**src/rtl/lsu_pkg.sv**
```systemverilog
// Shared types and helpers for the load/store unit: FSM states, funct3 encodings
// and the store byte-lane mask.
package lsu_pkg;

    typedef enum logic [1:0] {
        IDLE = 2'd0,
        REQ  = 2'd1,
        WAIT = 2'd2,
        RESP = 2'd3
    } lsu_state_t;

    localparam logic [2:0] MEMOP_B  = 3'b000;
    localparam logic [2:0] MEMOP_H  = 3'b001;
    localparam logic [2:0] MEMOP_W  = 3'b010;
    localparam logic [2:0] MEMOP_BU = 3'b100;
    localparam logic [2:0] MEMOP_HU = 3'b101;

    // Unknown funct3 values fall through to a full-word access.
    function automatic logic [3:0] lane_mask(input logic [2:0] memop, input logic [1:0] off);
        logic [3:0] mask;
        case (memop)
            MEMOP_B, MEMOP_BU: mask = 4'b0001 << off;
            MEMOP_H, MEMOP_HU: mask = 4'b0011 << {off[1], 1'b0};
            default:           mask = 4'b1111;
        endcase
        return mask;
    endfunction

endpackage

```
**src/rtl/load_align.sv**
```systemverilog
// Combinational load-data aligner: picks the addressed byte/half out of the bus
// word and sign- or zero-extends it according to funct3.
module load_align
    import lsu_pkg::*;
(
    input  logic [31:0] rdata,
    input  logic [1:0]  offset,
    input  logic [2:0]  memop,
    output logic [31:0] result
);

    logic [7:0]  byte_sel;
    logic [15:0] half_sel;

    always_comb begin
        byte_sel = rdata[{offset, 3'b000} +: 8];
        half_sel = rdata[{offset[1], 4'b0000} +: 16];
        case (memop)
            MEMOP_B:  result = {{24{byte_sel[7]}}, byte_sel};
            MEMOP_BU: result = {24'd0, byte_sel};
            MEMOP_H:  result = {{16{half_sel[15]}}, half_sel};
            MEMOP_HU: result = {16'd0, half_sel};
            default:  result = rdata;
        endcase
    end

endmodule

```
**src/rtl/load_store_unit.sv**
```systemverilog
// Load/store unit: accepts one core load/store, issues a single word-wide bus
// transfer and returns extended load data. Optional feature: LSU_MISALIGN_CHECK_EN.
module load_store_unit
    import lsu_pkg::*;
#(
    parameter int AW = 32,
    parameter int DW = 32
) (
    input  logic          clk,
    input  logic          rst_n,
    input  logic          req_valid,
    output logic          req_ready,
    input  logic          readMemEnable,
    input  logic          writeMemEnable,
    input  logic [2:0]    memOP,
    input  logic [AW-1:0] addr,
    input  logic [DW-1:0] wdata,
    output logic          resp_valid,
    output logic [DW-1:0] resp_rdata,
    output logic          resp_err,
    output logic          mem_req_valid,
    input  logic          mem_req_ready,
    output logic          mem_we,
    output logic [AW-1:0] mem_addr,
    output logic [3:0]    mem_wmask,
    output logic [DW-1:0] mem_wdata,
    input  logic          mem_rsp_valid,
    input  logic [DW-1:0] mem_rdata
);

    lsu_state_t  state;
    logic        op_store;
    logic [2:0]  op_memop;
    logic [1:0]  op_off;
    logic [DW-1:0] load_result;
    logic        accept;

    function automatic logic [DW-1:0] store_data(input logic [2:0] memop, input logic [DW-1:0] d);
        logic [DW-1:0] lanes;
        case (memop)
            MEMOP_B, MEMOP_BU: lanes = {4{d[7:0]}};
            MEMOP_H, MEMOP_HU: lanes = {2{d[15:0]}};
            default:           lanes = d;
        endcase
        return lanes;
    endfunction

`ifdef LSU_MISALIGN_CHECK_EN
    function automatic logic misaligned(input logic [2:0] memop, input logic [1:0] off);
        logic mis;
        case (memop)
            MEMOP_B, MEMOP_BU: mis = 1'b0;
            MEMOP_H, MEMOP_HU: mis = off[0];
            default:           mis = (off != 2'b00);
        endcase
        return mis;
    endfunction
`endif

    assign accept = req_valid && (readMemEnable || writeMemEnable);

    load_align u_load_align (
        .rdata  (mem_rdata),
        .offset (op_off),
        .memop  (op_memop),
        .result (load_result)
    );

    always_ff @(posedge clk or negedge rst_n) begin
        if (!rst_n) begin
            state         <= IDLE;
            req_ready     <= 1'b1;
            resp_valid    <= 1'b0;
            resp_rdata    <= '0;
            mem_req_valid <= 1'b0;
            mem_we        <= 1'b0;
            mem_addr      <= '0;
            mem_wmask     <= 4'b0000;
            mem_wdata     <= '0;
            op_store      <= 1'b0;
            op_memop      <= 3'b000;
            op_off        <= 2'b00;
`ifdef LSU_MISALIGN_CHECK_EN
            resp_err      <= 1'b0;
`endif
        end else begin
            resp_valid <= 1'b0;
            case (state)
                IDLE: begin
                    if (accept) begin
                        // A request with both enables set is handled as a store.
                        req_ready  <= 1'b0;
                        op_store   <= writeMemEnable;
                        op_memop   <= memOP;
                        op_off     <= addr[1:0];
                        resp_rdata <= '0;
                        mem_we     <= writeMemEnable;
                        mem_addr   <= {addr[AW-1:2], 2'b00};
                        mem_wmask  <= writeMemEnable ? lane_mask(memOP, addr[1:0]) : 4'b0000;
                        mem_wdata  <= writeMemEnable ? store_data(memOP, wdata) : '0;
`ifdef LSU_MISALIGN_CHECK_EN
                        resp_err   <= misaligned(memOP, addr[1:0]);
                        if (misaligned(memOP, addr[1:0])) begin
                            // Faulting accesses never reach the bus.
                            resp_valid <= 1'b1;
                            state      <= RESP;
                        end else begin
                            mem_req_valid <= 1'b1;
                            state         <= REQ;
                        end
`else
                        mem_req_valid <= 1'b1;
                        state         <= REQ;
`endif
                    end
                end
                REQ: begin
                    if (mem_req_ready) begin
                        mem_req_valid <= 1'b0;
                        state         <= WAIT;
                    end
                end
                WAIT: begin
                    if (mem_rsp_valid) begin
                        resp_rdata <= op_store ? '0 : load_result;
                        resp_valid <= 1'b1;
                        state      <= RESP;
                    end
                end
                RESP: begin
                    req_ready <= 1'b1;
                    state     <= IDLE;
                end
                default: begin
                    req_ready <= 1'b1;
                    state     <= IDLE;
                end
            endcase
        end
    end

`ifndef LSU_MISALIGN_CHECK_EN
    assign resp_err = 1'b0;
`endif

endmodule

```
**config.mk**
```make
export PLATFORM = sky130hd
export DESIGN_NAME = load_store_unit
export DESIGN_NICKNAME = d
export VERILOG_FILES = /design/src/rtl/lsu_pkg.sv /design/src/rtl/load_align.sv /design/src/rtl/load_store_unit.sv
export SDC_FILE = /design/constraint.sdc
export NUM_CORES = 1
export LEC_CHECK = 0
export CAP_MARGIN = 20
export CORE_MARGIN = 3
export CORE_UTILIZATION = 41
export CTS_BUF_LIST = sky130_fd_sc_hd__clkbuf_2
export CTS_CLUSTER_SIZE = 16
export DETAILED_ROUTE_END_ITERATION = 10
export PLACE_DENSITY = 0.78
export SKIP_LAST_GASP = 1
export SLEW_MARGIN = 20
export SYNTH_ARGS = -nofsm -noshare
export SYNTH_HDL_FRONTEND = slang
export SYNTH_SLANG_ARGS = --single-unit
```
**constraint.sdc**
```tcl
create_clock -name clk -period 1.75 [get_ports clk]
set_clock_uncertainty 0.2 [all_clocks]
set_input_delay 0.35 -clock clk [delete_from_list [all_inputs] [get_ports clk]]
set_output_delay 0.35 -clock clk [all_outputs]
set_load 0.02 [all_outputs]
```
==> summary.txt <==
Synth
  • Flop and latch count out of synthesis: 109
  • Post-synth EDFFs: 0
  • Share of flip-flops with an asynchronous set or reset: 100%
  • Mapped cell area: 5280 um2
  • Main flop type after synthesis: dfrtp_1
  • Netlist cell types: 47
  • Post-synthesis sequential area ratio: around half
  • Mapped Cells: 501
  • Syn Area/Cell: 10.5 um2
  • Synth warn: 0

Critical path
  • Worst EP arrival: 2.28 ns
  • Crit-path leading delay family: compound AO/OA/AOI/OAI gates
  • Worst R2R Start: state[0]
  • Worst setup startpoint: state[0]
  • Crit-path max FO: 16
  • Critical Path End Type: flip-flop
  • Crit path required time: between 2 and 2.5 ns
  • Crit-path cells: inv_2, ha_4, clkinvlp_4, o211ai_4, a21oi_4, buf_12, a22o_1
  • Crit Path Class: reg -> reg
  • WP buf/inv: 3
  • Cell depth of the worst flop-to-flop path: 7
  • R2r setup slk: -0.20 ns
  • CP Launch Type: flip-flop
  • FF-to-FF End: resp_rdata[16]
  • Slowest stage delay, CP: roughly 0.47 ns
  • Slowest CP cell: dfrtp_1

Routing
  • Via count: 5,264
  • Drt pass-1 iters: 4
  • Iter 0 DRT Violations: 343
  • Uppermost layer routed: met4
  • Final WL: approximately 19,000 um
  • Residual DRC count: 0
  • Wire per inst: 18.9 um
  • M1 wire length: approximately 7000 um
  • Routed length on met3: around 1500 um
  • Antenna-violating nets left: 0
  • Vias/cell: 5.36
  • Met2 wire len: 9440 um

Placement
  • Routability cong.: 0.985
  • I/O Buffers: around 210
  • DP HPWL: ~12,000 um
  • Placed Instances: 888
  • Placed inst area: 7840 um2

Min path
  • Min-delay src: addr[5]
  • Hold Path Depth: 2
  • Hold endpoint: mem_addr[5]
  • Worst hold path type: in -> reg

Clocking
  • Worst skew pair latency: about 0.62 ns
  • Clock buffer count from CTS: 9
  • CTS tree: yes
  • Clock slew at reported path FFs: between 0.2 and 0.3 ns
  • Clock sink count: between 100 and 150
  • CTS Root Cell: clkbuf_2
  • Clk buf depth: 2
  • H-tree depth: 3

Outcome
  • Status: complete, but fails checks
  • Failing checks: setup timing

Power
  • Worst IR drop on VDD: 0.975 mV
  • Leakage: 4.28 nW
  • Pwr/cell area: 1670 nW/um2

Global route
  • Vias in the first global route: around 5,200
  • Global route total overflow: 0
  • Largest net degree at the start of global routing: 55
  • First-pass GRT wire length: 26,900 um
  • Gr usage total: about a quarter
  • Initial antenna violation count: 1

Timing
  • Final setup vio count: 147
  • Max Fclk: 513 MHz
  • Fin crit share: 111%
  • Final min period: 1.95 ns
  • Hold Violations, Final: 0
  • Slew @ Worst Pin: 0.565 ns
  • Hold_ws: 0.107 ns
  • Final setup margin: -0.201 ns
  • Slew HR: 62.3%
  • Max Slew Vio Count: 0
  • RSZ-0062 raised after global routing: true

Floorplan
  • # rows: 40
  • Core ar.: 12,300 um2
  • Die outline height: 119 um
  • Initial Util: 42.9%
  • I/O Pins: 211
  • Die Width: approximately 120 um
  • Die ar.: between 10,000 and 15,000 um2

Finish
  • Commonest non-fill, non-tap cells in the layout: 110 x buf_6, 106 x dfrtp_1, 104 x clkdlybuf4s50_1
  • Area delta synth->final: 73.5%
  • Design Area, Final: roughly 9200 um2
  • Final cell count without fillers: 983
  • Most common cell after layout, fill and taps aside: buf_6
  • Fill cell count: 842
  • Nets@finish: just over 900
  • Fraction of final layout cells sized beyond drive strength 1: 41.2%

Job
  • Max Cap Viol: 0
-- where the power goes --
| part | leakage, nW | total [mW] | internal, mW | switching [mW] |
|---|---|---|---|---|
| Sequential | 1.38 | 4.43 | 3.56 | 0.868 |
| Combinational | 2.84 | 9.73 | 5.34 | 4.39 |
| Clock | 0.0614 | 1.18 | 0.317 | 0.863 |
| Total | 4.28 | 15.3 | 9.22 | 6.12 |
-- synth_stat cells, types with 2 or more instances --
cell | instances | area, um2
nand2_1 | 63 | 236
dfrtp_1 | 108 | 2700
inv_1 | 6 | 22.5
mux2i_1 | 12 | 120
o21a_1 | 2 | 15.0
o21ai_0 | 56 | 280
buf_2 | 15 | 75.1
or3_1 | 2 | 12.5
nor3_1 | 2 | 10.0
buf_4 | 6 | 45.0
nor2b_1 | 8 | 50.1
nand2b_1 | 22 | 138
o22ai_1 | 6 | 37.5
a2bb2oi_1 | 6 | 52.6
a22o_1 | 31 | 272
mux2_2 | 47 | 529
o211ai_2 | 2 | 25.0
a32o_1 | 2 | 20.0
a32oi_1 | 2 | 17.5
nor2_1 | 24 | 90.1
nand3_1 | 2 | 10.0
o211ai_1 | 3 | 22.5
a22oi_1 | 2 | 15.0
ha_1 | 4 | 50.1
or2_2 | 2 | 12.5
buf_6 | 2 | 22.5
clkbuf_1 | 17 | 63.8
o31ai_1 | 2 | 15.0
a21oi_1 | 27 | 135
-- flip-flops by register name, indices dropped and copies added, names as in the netlist --
name,cells
mem_wmask,4
req_ready,1
mem_req_valid,1
mem_wdata,32
resp_valid,1
state,2
mem_addr,30
resp_rdata,32
op_off,2
op_store,1
op_memop,3
-- cell type report --
| cell class | instances | area [um2] | area share (%) |
|---|---|---|---|
| multi-input combinational | 349 | 2650 | 29.0 |
| sequential | 109 | 2730 | 29.8 |
| clock inverter | 7 | 66.3 | 0.724 |
| timing repair buffer | 334 | 3420 | 37.4 |
| inverter | 6 | 26.3 | 0.287 |
| antenna | 1 | 2.50 | 0.0273 |
| clock buffer | 9 | 45.0 | 0.492 |
| tap | 168 | 210 | 2.30 |
-- per-layer routing --
metal | GRT usage [%] | vias to the layer above
li1 | - | 2393
met1 | 28.4 | 2593
met2 | 39.8 | 236
met3 | 7.41 | 42
met4 | 9.45 | 0
met5 | 0 | -
-- through the flow --
step           setup WS, ns  util, %  TNS, ns  power (mW)
2_1_floorplan       -0.0309        -   -0.431        8.09
3_3_place_gp         -0.520     63.7   -42.43        11.3
3_5_place_dp         -0.614     63.7   -47.36        11.5
4_1_cts              -0.210     68.4   -14.89        13.6
5_1_grt              -0.265     74.4   -17.45        16.2
6_report             -0.201     74.4    -7.06        15.3
-- worst max path at each step --
stage | to | slack, ns | depth (start not counted)
floorplan | resp_rdata[16] | -0.03 | 6
global route | resp_rdata[16] | -0.26 | 7
detailed placement | resp_rdata[22] | -0.61 | 5
global placement | resp_rdata[28] | -0.52 | 5
CTS | req_ready | -0.21 | 1
finish | resp_rdata[16] | -0.20 | 7
-- worst reg2reg max path, cell delays in order (launching register included) --
cell and delay [ns]:
dfrtp_1 0.47, inv_2 0.12, ha_4 0.18, clkinvlp_4 0.17, o211ai_4 0.29, a21oi_4 0.06
buf_12 0.16, a22o_1 0.21
-- kinds of logic (layout without fill, tap and decap cells) --
| group | Yosys count | after routing | synth area share (%) |
|---|---|---|---|
| AO/OA/AOI/OAI | 152 | 152 | 19.1 |
| AND/OR/NAND/NOR | 128 | 129 | 11.0 |
| flip-flops | 109 | 109 | 51.7 |
| multiplexers | 61 | 61 | 12.8 |
| buffers and inverters | 46 | 356 | 4.34 |
| adder cells (fa/ha/maj) | 4 | 4 | 0.948 |
| other | 1 | 4 | 0.0711 |
-- what timing repair did --
item,4_1_cts,5_1_grt
buffers inserted,36,35
pin swaps,0,13
gates cloned,0,9
resized for setup,617,91
hold buffers,4,0
endpoints found under the hold margin,109,0
setup endpoints to repair,178,192
Note: power is estimated with default switching activity, not from simulation.
